**config.mk**
```make
export PLATFORM = sky130hd
export DESIGN_NAME = collision_scheduler
export DESIGN_NICKNAME = d
export VERILOG_FILES = /design/src/rtl/lbm_pkg.sv /design/src/rtl/valid_addr_delay.sv /design/src/rtl/collision_scheduler.sv
export SDC_FILE = /design/constraint.sdc
export NUM_CORES = 1
export LEC_CHECK = 0
export CAP_MARGIN = 20
export CELL_PAD_IN_SITES_DETAIL_PLACEMENT = 0
export CELL_PAD_IN_SITES_GLOBAL_PLACEMENT = 1
export CORE_MARGIN = 5
export CORE_UTILIZATION = 35
export CTS_BUF_LIST = sky130_fd_sc_hd__clkbuf_16
export CTS_CLUSTER_SIZE = 16
export DETAILED_ROUTE_END_ITERATION = 8
export PLACE_DENSITY = 0.63
export SLEW_MARGIN = 20
export SYNTH_ARGS = -nofsm -noshare
export SYNTH_HDL_FRONTEND = slang
export SYNTH_SLANG_ARGS = --single-unit
```
**constraint.sdc**
```tcl
create_clock -name clk_in -period 11.3 [get_ports clk_in]
set_input_delay 1.695 -clock clk_in [delete_from_list [all_inputs] [get_ports clk_in]]
set_output_delay 1.695 -clock clk_in [all_outputs]
set_load 0.01 [all_outputs]
```
**src/rtl/lbm_pkg.sv**
```systemverilog
// Shared types and constants for the D2Q9 lattice-Boltzmann datapath.
package lbm_pkg;

    // Number of D2Q9 distribution directions stored per lattice cell.
    localparam int DIR_COUNT = 9;

    // Default cell address width (2**13 covers the 4800-cell lattice).
    localparam int CELL_ADDR_W = 13;
    typedef logic [CELL_ADDR_W-1:0] cell_addr_t;

    // Collision sweep sequencer states.
    typedef enum logic [1:0] {
        IDLE,
        ISSUE,
        DRAIN,
        DONE
    } sched_state_t;

endpackage

```
**src/rtl/valid_addr_delay.sv**
```systemverilog
// Fixed-depth shift register carrying a valid flag and a cell address.
// Used to track each issued read through the BRAM and the collision pipe.
module valid_addr_delay #(
    parameter int DEPTH  = 1,
    parameter int ADDR_W = 13
) (
    input  logic              clk_i,
    input  logic              rst_i,
    input  logic              valid_i,
    input  logic [ADDR_W-1:0] addr_i,
    output logic              valid_o,
    output logic [ADDR_W-1:0] addr_o
);

    logic [DEPTH-1:0]             valid_q;
    logic [DEPTH-1:0][ADDR_W-1:0] addr_q;

    // Shift valid/address one stage per cycle; a reset drops every in-flight cell.
    always_ff @(posedge clk_i or posedge rst_i) begin
        if (rst_i) begin
            // NOTE: this short delay line is cleared on reset so an aborted sweep
            // cannot leak stale write strobes after release; large RAMs are never reset.
            valid_q <= '0;
            addr_q  <= '0;
        end else begin
            valid_q[0] <= valid_i;
            addr_q[0]  <= addr_i;
            for (int i = 1; i < DEPTH; i++) begin
                valid_q[i] <= valid_q[i-1];
                addr_q[i]  <= addr_q[i-1];
            end
        end
    end

    assign valid_o = valid_q[DEPTH-1];
    assign addr_o  = addr_q[DEPTH-1];

endmodule

```
**src/rtl/collision_scheduler.sv**
```systemverilog
// Sequences one collision sweep over the lattice BRAM: one read per cycle on
// port A, collision data-valid aligned to BRAM read data, and the write-back
// strobe on port B when the matching result leaves the collision pipe.
module collision_scheduler
    import lbm_pkg::*;
#(
    parameter int NUM_CELLS   = 4800,
    parameter int ADDR_W      = 13,
    parameter int RD_LAT      = 2,
    parameter int COLLIDE_LAT = 20
) (
    input  logic              clk_in,
    input  logic              rst_in,
    input  logic              start_in,
    input  logic              pause_in,
    output logic              rd_en_out,
    output logic [ADDR_W-1:0] rd_addr_out,
    output logic              collide_valid_out,
    output logic              wr_en_out,
    output logic [ADDR_W-1:0] wr_addr_out,
    output logic              busy_out,
    output logic              done_out,
    output logic [15:0]       sweep_count_out
);

    localparam logic [ADDR_W-1:0] LAST_ADDR = ADDR_W'(NUM_CELLS - 1);

    sched_state_t      state_q, state_d;
    logic [ADDR_W-1:0] addr_q, addr_d;
    logic [15:0]       sweep_count_q, sweep_count_d;
    logic              rd_en;
    logic [ADDR_W-1:0] col_addr;

    // State, issue counter and sweep counter registers.
    always_ff @(posedge clk_in or posedge rst_in) begin
        if (rst_in) begin
            state_q       <= IDLE;
            addr_q        <= '0;
            sweep_count_q <= '0;
        end else begin
            // NOTE: non-blocking assignments make every register update from the
            // same pre-edge values, independent of statement order.
            state_q       <= state_d;
            addr_q        <= addr_d;
            sweep_count_q <= sweep_count_d;
        end
    end

    // Next-state logic: issue reads in ascending order, then wait for the last write.
    always_comb begin
        // NOTE: defaults first so no path leaves a variable unassigned (no latches).
        state_d       = state_q;
        addr_d        = addr_q;
        sweep_count_d = sweep_count_q;
        rd_en         = 1'b0;
        unique case (state_q)
            IDLE: begin
                if (start_in) begin
                    state_d = ISSUE;
                    addr_d  = '0;
                end
            end
            ISSUE: begin
                if (!pause_in) begin
                    rd_en = 1'b1;
                    if (addr_q == LAST_ADDR) begin
                        addr_d  = '0;
                        state_d = DRAIN;
                    end else begin
                        addr_d = addr_q + ADDR_W'(1);
                    end
                end
            end
            DRAIN: begin
                if (wr_en_out && (wr_addr_out == LAST_ADDR)) begin
                    state_d = DONE;
                end
            end
            DONE: begin
                sweep_count_d = sweep_count_q + 16'd1;
                state_d       = IDLE;
            end
            default: state_d = IDLE;
        endcase
    end

    // BRAM read latency: data (and its address) become valid RD_LAT cycles after the read.
    valid_addr_delay #(
        .DEPTH  (RD_LAT),
        .ADDR_W (ADDR_W)
    ) u_rd_delay (
        .clk_i   (clk_in),
        .rst_i   (rst_in),
        .valid_i (rd_en),
        .addr_i  (addr_q),
        .valid_o (collide_valid_out),
        .addr_o  (col_addr)
    );

    // Collision pipe latency: the result for that cell is ready COLLIDE_LAT cycles later.
    valid_addr_delay #(
        .DEPTH  (COLLIDE_LAT),
        .ADDR_W (ADDR_W)
    ) u_col_delay (
        .clk_i   (clk_in),
        .rst_i   (rst_in),
        .valid_i (collide_valid_out),
        .addr_i  (col_addr),
        .valid_o (wr_en_out),
        .addr_o  (wr_addr_out)
    );

    assign rd_en_out       = rd_en;
    assign rd_addr_out     = addr_q;
    assign busy_out        = (state_q == ISSUE) || (state_q == DRAIN);
    assign done_out        = (state_q == DONE);
    assign sweep_count_out = sweep_count_q;

endmodule

```
Yosys cells after proc, flatten, opt, wreduce, memory -nomap -nowiden

Index checks and enable logic that the tools add are counted.

Magnitude comparators: 0
Equal/unequal tests: 9
Add/subtract/negate cells: 2
Bitwise operators: 0
Multiplexer cells: 11
Reduce and logical (&&, ||, !) cells: 6
Div/mod/pow operators: 0
$mul: 0
Shift operators: 0

Operators with widths:

| operator                                            | count |
|---|---|
| two-way mux 13 bit                                  | 3 |
| equality test 13 bit, second input constant         | 2 |
| one-hot mux 13 bit (2 select lines)                 | 1 |
| adder 16 x 1 -> 16 bit, second input constant       | 1 |
| adder 13 x 1 -> 13 bit, second input constant       | 1 |
| two-way mux 2 bit                                   | 4 |
| inequality test 2 bit, second input constant        | 4 |
| one-hot mux 2 bit (4 select lines)                  | 1 |
| equality test 2 bit, second input constant          | 2 |
| AND reduction 4 bit                                 | 1 |
| AND reduction 3 bit                                 | 1 |
| equality test 2 x 1 -> 1 bit, second input constant | 1 |
| zero test 2 bit                                     | 1 |
| two-way mux 1 bit                                   | 2 |
| nonzero test 2 bit                                  | 1 |
| logical AND 1 bit                                   | 1 |
| logical OR 1 bit                                    | 1 |

Logic and storage cells: 55
Bits of input ports: 4
Bits in registers: 339
Memory bits (read-only): 0
Memories: 0
RAM bits: 0
Bits in latches: 0
Output and inout port bits: 47

Depth between registers and ports, before layout

Gate-level depths: netlist of run 1.

Depth in word-level cells: 4
Depth in mapped cells: 7

Hierarchy

From an unflattened synthesis of run 1, not the netlist that was laid out.

Cells, all modules: 505
Area total of the unflattened synthesis: 9575.4 µm²

Modules (own cells, without submodules):

| module                          | sequential area each (µm²) | area each (µm²) | times used | cells an instance |
|---|---|---|---|---|
| valid_addr_delay at u_col_delay | 7006.7                     | 7108.1          | 1          | 294 |
| collision_scheduler             | 775.7                      | 1665.3          | 1          | 169 |
| valid_addr_delay at u_rd_delay  | 700.7                      | 802.0           | 1          | 42 |

Worst setup path after synthesis of run 1

Ideal clock, no wire load.

Path type: input-to-output
Start point: input port pause_in
End point: output port rd_en_out
Stages: 1
Path buffers: 0
Arrival: 1.877 ns
Path slack: 7.728 ns
Data required time: 9.605 ns
Cell sequence: nor2_1

Word-level cells in the longest chain between the ends: 2

RTL lines:

| item              | RTL line                  | text |
|---|---|---|
| start, declared   | collision_scheduler.sv:15 | `input logic pause_in,` |
| two-way mux 1 bit | collision_scheduler.sv:64 | `if (!pause_in) begin` |
| two-way mux 1 bit | collision_scheduler.sv:56 | `unique case (state_q)` |
| end, declared     | collision_scheduler.sv:16 | `output logic rd_en_out,` |

No other way between the ends.

Final worst setup path of run 1

Same ends and word-level chain as after synthesis.

==> flow_summary.ini, run 1 <==
[worst_hold_path]
hold_start = u_col_delay.valid_q[11]
hold-path-endpoint = u_col_delay.valid_q[12]
holdPathStages = 0
hp-class = reg2reg

[route]
dr.pass1.iters = 4
wl_um = 12040
dr_wl_met3_um = 749
wl_met2_um = 5445
drc = 0
top_layer_used = met4
drt_iter0_drc = 258
m1WireLength_um = 5554
vias_per_cell = 4.235
dr_total_vias = 3905
post_drt_wl_per_cell_um = 13.06
ant_nets = 0

[worst_setup_path]
worstPathArrival_ns = 2.80
timing.rr.end = state_q[1]
reg2reg_slack_ns = 9.08
crit_type = in2out
cp-end-kind = primary output
worstSetupStartpoint = pause_in
r2r_start = rd_addr_out[0]
worst_ep_required_time_ns = 9.61
reg2reg_depth = 5
critPathMaxFanout = 2
crit_path_start_kind = input port

[logic_synthesis]
ys.flop_type = dfrtp_1
synth-seq-cells = 339
synth_common_cells = dfrtp_1 (339), nand2_1 (18), nand3_1 (14), buf_4 (13), xnor2_1 (10)
yosysTopAreaCellShare = 0.8964
synthCells = 487
synth.area.top_cells = dfrtp_1 (90%), buf_4 (1.0%), ha_1 (0.93%), xnor2_1 (0.93%), nand3_1 (0.74%)
synth_enable_flop_cells = 0
avgSynthCellArea_um2 = 19.43
synth.distinct_cells = 39
synth_nets = 498
syn_area_um2 = 9464
yosysMostFrequentCell = dfrtp_1
postSynth.asyncResetShare = 1.000
seq_area_frac_synth = 0.8964
synth_warnings = 0
synth_top_cell_by_area = dfrtp_1

[final_layout]
instances_no_fill = 922
fin_area_um2 = 11290
fin_util = 0.4213
syn_to_final_growth_pct = 19.30
diodes = 0
drive_above_1_share = 0.09122
layout.nets = 568

[pwr]
netSwitchingFraction = 0.2265
p_leak_uw = 0.005637
p_per_area_nw_per_um2 = 227.7
p_int_uw = 1988
p_seq_frac = 0.538
ir_worst_vdd_mv = 0.1494
power_frac_comb = 0.083
switchingPower_uw = 582.2
power_uw = 2571
pwr-share-clk = 0.379

[timing]
fin_crit_sh = 0.3976
fin_crit_ns = 4.492
worst_pin_slew_ns = 0.8116
finalHoldViolCount = 0
setup_viol = 0
clock.fmax_mhz = 222.6
clock_skew_ns = 0.006728
slew_violations = 0
tns_ns = 0
relSlewSlack = 0.4530
grt_setup_unrepaired = no

[job]
cap_violations = 0

[global_route]
antenna_found_initial = 0
gr-total-overflow = 0
grt_pass1_vias = 4230
grt_max_degree = 153
grt_pass1_wl_um = 21050
grt_usage = 0.08197

[placed_design]
gp_congestion = 0.7530
dp.cells = 865
dp_hpwl_um = 6455
place_area_um2 = 10310
portBuffers = 50

[floorplanning]
core_area_um2 = 26800
die_y_um = 174.4
io_pins = 51
row_count = 60
dieArea_um2 = 30430
initial_core_util = 0.3531
die_width_um = 174.4

[cts]
htree_num_levels = 1
clock-sinks = 339
clkLatencyLatePin_ns = 0.53
cts-root-buf = clkbuf_16
clk_path_buf_depth = 3
post-cts-setup-buffer-count = 0
cts_tree = yes
cts_resized = 0
clk_pin_slew_ns = 0.06
postCtsHoldBufs = 0
cts_buffers = 31

[outcome]
status = completed
[cell type report]
class | instances | area [um^2]
clock buffers | 31 | 775.7
clock inverters | 26 | 195.2
repair buffers | 52 | 523.0
fillers | 2330 | 15510
flip-flops and latches | 339 | 8483
inverters | 8 | 42.54
well taps | 341 | 426.7
multi-input cells | 125 | 844.6
[worst max path at each step]
stage                     end  slack [ns]  cells past startpoint
2_1_floorplan  rd_addr_out[0]        0.21                      1
3_3_place_gp        rd_en_out        6.80                      3
3_5_place_dp        rd_en_out        6.81                      3
4_1_cts             rd_en_out        6.80                      3
5_1_grt             rd_en_out        6.70                      3
6_report            rd_en_out        6.81                      3
[state kept, by name, summed over array words and instances, names as in the netlist]
name                 cells
rd_addr_out             13
state_q                  2
sweep_count_out         16
u_col_delay.addr_o      13
u_col_delay.addr_q     247
u_col_delay.valid_q     20
u_rd_delay.addr_o       13
u_rd_delay.addr_q       13
u_rd_delay.valid_q       2
[worst max-delay path: stages]
cell             delay [ns]
clkdlybuf4s50_1        0.42
nor2_1                 0.12
clkdlybuf4s50_1        0.55
[per-stage QoR]
step / setup WS [ns] / hold slack, ns
6_report: 6.808 / 0.3407
3_3_place_gp: 6.802 / 0.3312
2_1_floorplan: 0.2100 / 0.3312
4_1_cts: 6.798 / 0.3440
3_5_place_dp: 6.811 / 0.3347
5_1_grt: 6.696 / 0.3483
[power by group through the flow]
stage / Sequential (uW) / Combinational (uW) / Clock (uW)
3_5_place_dp: 1410 / 214 / 0
3_3_place_gp: 1400 / 211 / 0
5_1_grt: 1400 / 236 / 1060
2_1_floorplan: 1400 / 128 / 0
6_report: 1380 / 213 / 975
4_1_cts: 1390 / 216 / 1010
[metal layers]
metal  global-route usage  vias to the layer above
li1                     -                     1723
met1               0.1154                     2047
met2               0.1224                      108
met3              0.02545                       27
met4              0.02672                        0
met5                    0                        -
[cell usage in the layout, fill, tap and decap left out, drive strengths merged, types with 2 or more instances in the layout]
cell type / instances
a31oi: 6
inv: 13
nand2b: 3
mux2: 2
dfrtp: 339
clkinvlp: 3
clkbuf: 31
xnor2: 10
nor2: 6
o21ai: 7
nand3: 14
clkinv: 15
xor2: 5
nor3: 5
nand4b: 2
ha: 7
and3: 5
bufinv: 3
o31ai: 2
a21oi: 7
or2: 2
nand4: 3
or3: 5
nand2: 18
clkdlybuf4s50: 50
or4: 2
buf: 2
[logic make-up after synthesis]
family | after synthesis | share of synthesized area
flip-flops | 339 | 0.8964
AO/OA/AOI/OAI | 28 | 0.01917
buffers and inverters | 23 | 0.01441
XOR/XNOR | 15 | 0.01388
adder cells (fa/ha/maj) | 7 | 0.009254
multiplexers | 2 | 0.002776
AND/OR/NAND/NOR | 73 | 0.04416
Power figures use the tool's default switching activity.
==> inputs of run 2 (changes only) <==
==> constraint.sdc (replaced) <==
create_clock -name clk_in -period 3.9 [get_ports clk_in]
set_input_delay 0.585 -clock clk_in [delete_from_list [all_inputs] [get_ports clk_in]]
set_output_delay 0.585 -clock clk_in [all_outputs]
set_load 0.01 [all_outputs]
==> flow_summary.ini, run 2 (same netlist as run 1, synthesis figures left out) <==
[outcome]
status = completed

[pwr]
ir_worst_vdd_mv = 0.3374
netSwitchingFraction = 0.2279
p_per_area_nw_per_um2 = 652.0
p_leak_uw = 0.005651
p_int_uw = 5703
pwr-share-clk = 0.372
power_frac_comb = 0.086
power_uw = 7387
switchingPower_uw = 1684
p_seq_frac = 0.542

[final_layout]
fill_cells = 2313
syn_to_final_growth_pct = 19.71
multi_input_area_um2 = 844.6
layout_common_cells = dfrtp_1 (339), clkdlybuf4s50_1 (50), clkbuf_16 (31)
diodes = 0
largest_reg_flops = 247
fin_util = 0.4227
drive_above_1_share = 0.09262
layout.nets = 571
layout.cells.most_common = dfrtp_1
regMostFlops = u_col_delay.addr_q
instances_no_fill = 924
seqCellArea_um2 = 8483

[floorplanning]
die_width_um = 174.4
initial_core_util = 0.3531
die_y_um = 174.4
dieArea_um2 = 30430
row_count = 60
io_pins = 51
core_area_um2 = 26800

[route]
dr.pass1.iters = 4
drc = 0
drt_iter0_drc = 211
vias_per_cell = 4.193
post_drt_wl_per_cell_um = 13.06
dr_total_vias = 3874
wl_um = 12060
ant_nets = 0

[placed_design]
gp_congestion = 0.7637
dp_hpwl_um = 6898
portBuffers = 50
dp.cells = 868

[cts]
postCtsHoldBufs = 0
cts_buffers = 31
clk_pin_slew_ns = 0.06
post-cts-setup-buffer-count = 0
clkLatencyLatePin_ns = 0.52
clk_path_buf_depth = 3
htree_num_levels = 1
cts_tree = yes
cts-root-buf = clkbuf_16
clock-sinks = 339
cts_resized = 0

[global_route]
grt_busiest_layer = met2
grt_use_met2 = 0.1240
grt_max_degree = 89
antenna_found_initial = 0
gr-total-overflow = 0
grtUsageMet3 = 0.02545
grt_pass1_vias = 4216
met1_usage = 0.1206
grt_usage = 0.08333
grt_pass1_wl_um = 21490

[job]
cap_violations = 0

[timing]
clock.fmax_mhz = 375.3
grt_setup_unrepaired = no
fin_crit_ns = 2.665
clock_skew_ns = 0.008856
relSlewSlack = 0.5413
fin_crit_sh = 0.6833
finalHoldViolCount = 0
slew_violations = 0
worst_pin_slew_ns = 0.6807
whs_ns = 0.3428
tns_ns = 0
setup_viol = 0

[worst_setup_path]
crit_path_start_kind = flop
crit_type = reg2out
worstPathArrival_ns = 2.08
worst_ep_required_time_ns = 3.31
critPathMaxFanout = 4
cp-end-kind = primary output

[worst_hold_path]
hp-class = reg2reg
## run 2: changes by cell type in the layout (fill, tap and decap cells not counted), moves of 2 or more
cell and delta:
buf_12 +5, buf_6 -2, clkinv_1 +3, inv_1 -2
## run 2: final cells by class
cell class,instances,area share
inverters,8,0.002982
clock buffers,31,0.06847
clock inverters,25,0.01458
flip-flops and latches,339,0.7488
well taps,341,0.03766
multi-input cells,125,0.07454
repair buffers,55,0.05301
## run 2: worst max-delay path: stages, from the launching register on
cell	delay, ns
dfrtp_1	0.43
inv_1	0.12
ha_1	0.22
inv_1	0.08
nor2_1	0.14
clkdlybuf4s50_1	0.56
## run 2: worst paths after layout
kind,from,endpoint,slack [ns],depth (start not counted)
worst max-delay path,state_q[1],rd_en_out,1.24,5
worst min register to register,u_rd_delay.addr_q[4],u_rd_delay.addr_o[4],0.34,0
min in group asynchronous,rst_in,u_col_delay.addr_o[8],0.50,2
worst min-delay path,u_rd_delay.addr_q[4],u_rd_delay.addr_o[4],0.34,0
worst max register to register,rd_addr_out[0],state_q[1],1.73,5
max in group asynchronous,rst_in,u_col_delay.addr_q[62],2.60,3
## run 2: metrics by stage
step                instance area (um^2)  setup slack (ns)
floorplan                           9468            -1.218
global placement                   10390             1.623
detailed placement                 10390             1.614
finish                             11330             1.235
CTS                                11330             1.204
global route                       11330             1.119
## run 2: per-layer routing
metal,up-vias,part of all wire
li1,1728,-
met4,0,0.022
met2,92,0.45
met3,23,0.068
met5,-,0
met1,2031,0.46
## run 2: power by group through the flow
stage | Combinational (uW) | Sequential [uW] | Clock (uW)
floorplan | 372 | 4050 | 0
global placement | 630 | 4040 | 0
detailed placement | 645 | 4070 | 0
CTS | 648 | 4010 | 2860
global route | 706 | 4050 | 3000
finish | 634 | 4000 | 2750
==> inputs of run 3 (changes only) <==
==> constraint.sdc (replaced) <==
create_clock -name clk_in -period 2.3 [get_ports clk_in]
set_input_delay 0.345 -clock clk_in [delete_from_list [all_inputs] [get_ports clk_in]]
set_output_delay 0.345 -clock clk_in [all_outputs]
set_load 0.01 [all_outputs]
==> flow_summary.ini, run 3 (same netlist as run 1, synthesis figures left out) <==
[placed_design]
place_area_um2 = 10410
gp_congestion = 0.7841
dp_hpwl_um = 7221
portBuffers = 50

[final_layout]
largest_reg_flops = 247
fin_area_um2 = 11400
layout_common_cells = dfrtp_1 (339), clkdlybuf4s50_1 (48), clkbuf_16 (31)
regMostFlops = u_col_delay.addr_q
drive_above_1_share = 0.1041
diodes = 0
fin_util = 0.4253
fill_cells = 2317
layout.cells.most_common = dfrtp_1
syn_to_final_growth_pct = 20.44
layout.nets = 574

[cts]
cts_buffers = 30
clk_pin_slew_ns = 0.06
cts_tree = yes
clkLatencyLatePin_ns = 0.53
cts-root-buf = clkbuf_16
clk_path_buf_depth = 3
postCtsHoldBufs = 0
clock-sinks = 339
htree_num_levels = 1

[pwr]
power_uw = 12750
p_per_area_nw_per_um2 = 1119
ir_worst_vdd_mv = 0.7745
p_leak_uw = 0.005688

[route]
top_layer_used = met4
dr_total_vias = 3880
wl_met2_um = 5633
post_drt_wl_per_cell_um = 13.29
drc = 0
dr.pass1.iters = 4
dr_wl_met3_um = 777
ant_nets = 0
m1WireLength_um = 5613
vias_per_cell = 4.186
drt_iter0_drc = 164
wl_um = 12320

[floorplanning]
die_width_um = 174.4
initial_core_util = 0.3531
row_count = 60
die_y_um = 174.4
dieArea_um2 = 30430
io_pins = 51
core_area_um2 = 26800

[timing]
clock.fmax_mhz = 465.2
fin_crit_ns = 2.150
slew_violations = 0
worst_pin_slew_ns = 0.4735
clock_skew_ns = 0.008428
grt_setup_unrepaired = no
finalHoldViolCount = 0
fin_crit_sh = 0.9347
setup_viol = 0
relSlewSlack = 0.6844

[outcome]
status = completed

[global_route]
grt_usage = 0.08362
antenna_found_initial = 0
grt_pass1_vias = 4293
grt_max_degree = 90
gr-total-overflow = 0
grt_pass1_wl_um = 21330

[worst_setup_path]
crit_type = reg2out
worst_ep_required_time_ns = 1.96
worstPathArrival_ns = 1.80
cp-end-kind = primary output
crit_path_start_kind = flop
critPathMaxFanout = 7

[job]
cap_violations = 0

[worst_hold_path]
hp-class = in2async
run 3: changes by cell type in the layout (fill, tap and decap cells not counted):
cell / before / now
buf_12: 5 / 4
clkinv_2: 6 / 5
buf_4: 0 / 5
dlygate4sd2_1: 0 / 1
ha_2: 0 / 2
clkdlybuf4s50_1: 50 / 48
inv_8: 1 / 0
dlymetal6s2s_1: 0 / 1
clkinv_4: 0 / 1
ha_1: 7 / 5
bufinv_16: 2 / 4
inv_1: 11 / 9
run 3: power by group:
| group | total, uW | internal (uW) | leakage (uW) | switching, uW |
|---|---|---|---|---|
| clock | 4880 | 2880 | 0.000490 | 2010 |
| combinational | 1100 | 485 | 0.000526 | 612 |
| sequential | 6770 | 6530 | 0.00467 | 236 |
| total | 12700 | 9900 | 0.00569 | 2850 |
run 3: area by class of cell:
class                   instances  area (um^2)  area share
repair buffers                 59        619.3     0.05434
clock inverters                24        210.2     0.01844
multi-input cells             125        849.6     0.07453
clock buffers                  31        775.7     0.06806
flip-flops and latches        339         8483      0.7442
well taps                     341        426.7     0.03743
inverters                       8        33.78    0.002964
run 3: path summary, 6_finish.rpt:
path,from,end,slack [ns],depth (start not counted)
worst max-delay path,state_q[1],done_out,0.15,2
worst min-delay path,rst_in,u_col_delay.addr_q[239],0.15,2
worst max register to register,rd_addr_out[0],state_q[1],0.20,5
worst min register to register,u_col_delay.addr_q[27],u_col_delay.addr_q[40],0.34,0
max in group asynchronous,rst_in,sweep_count_out[15],1.40,3
min in group clk_in,u_col_delay.addr_q[27],u_col_delay.addr_q[40],0.34,0
run 3: repair_timing:
action | in CTS | in global routing
endpoints found under the setup margin | 1 | 2
setup buffers | 0 | 0
gates resized for setup | 2 | 2
run 3: layer usage:
metal	GRT usage	up-vias
met5	0	-
met4	0.02771	0
met2	0.1278	100
met3	0.02784	33
met1	0.1137	2011
li1	-	1736
run 3: critical path, stage by stage (launching register included):
cell and delay (ns):
dfrtp_1 0.41, ha_2 0.29, clkdlybuf4s50_1 0.56
run 3: per-stage QoR:
step | setup TNS (ns) | instances | hold slack, ns | setup slack [ns]
after floorplan | -873.79 | 487 | 0.3312 | -2.578
after global placement | 0 | 872 | 0.3314 | 0.2614
after detailed placement | 0 | 872 | 0.3347 | 0.2098
after CTS | 0 | 927 | 0.1276 | 0.02798
after global routing | 0 | 927 | 0.1505 | 0.05379
final | 0 | 927 | 0.1496 | 0.1503
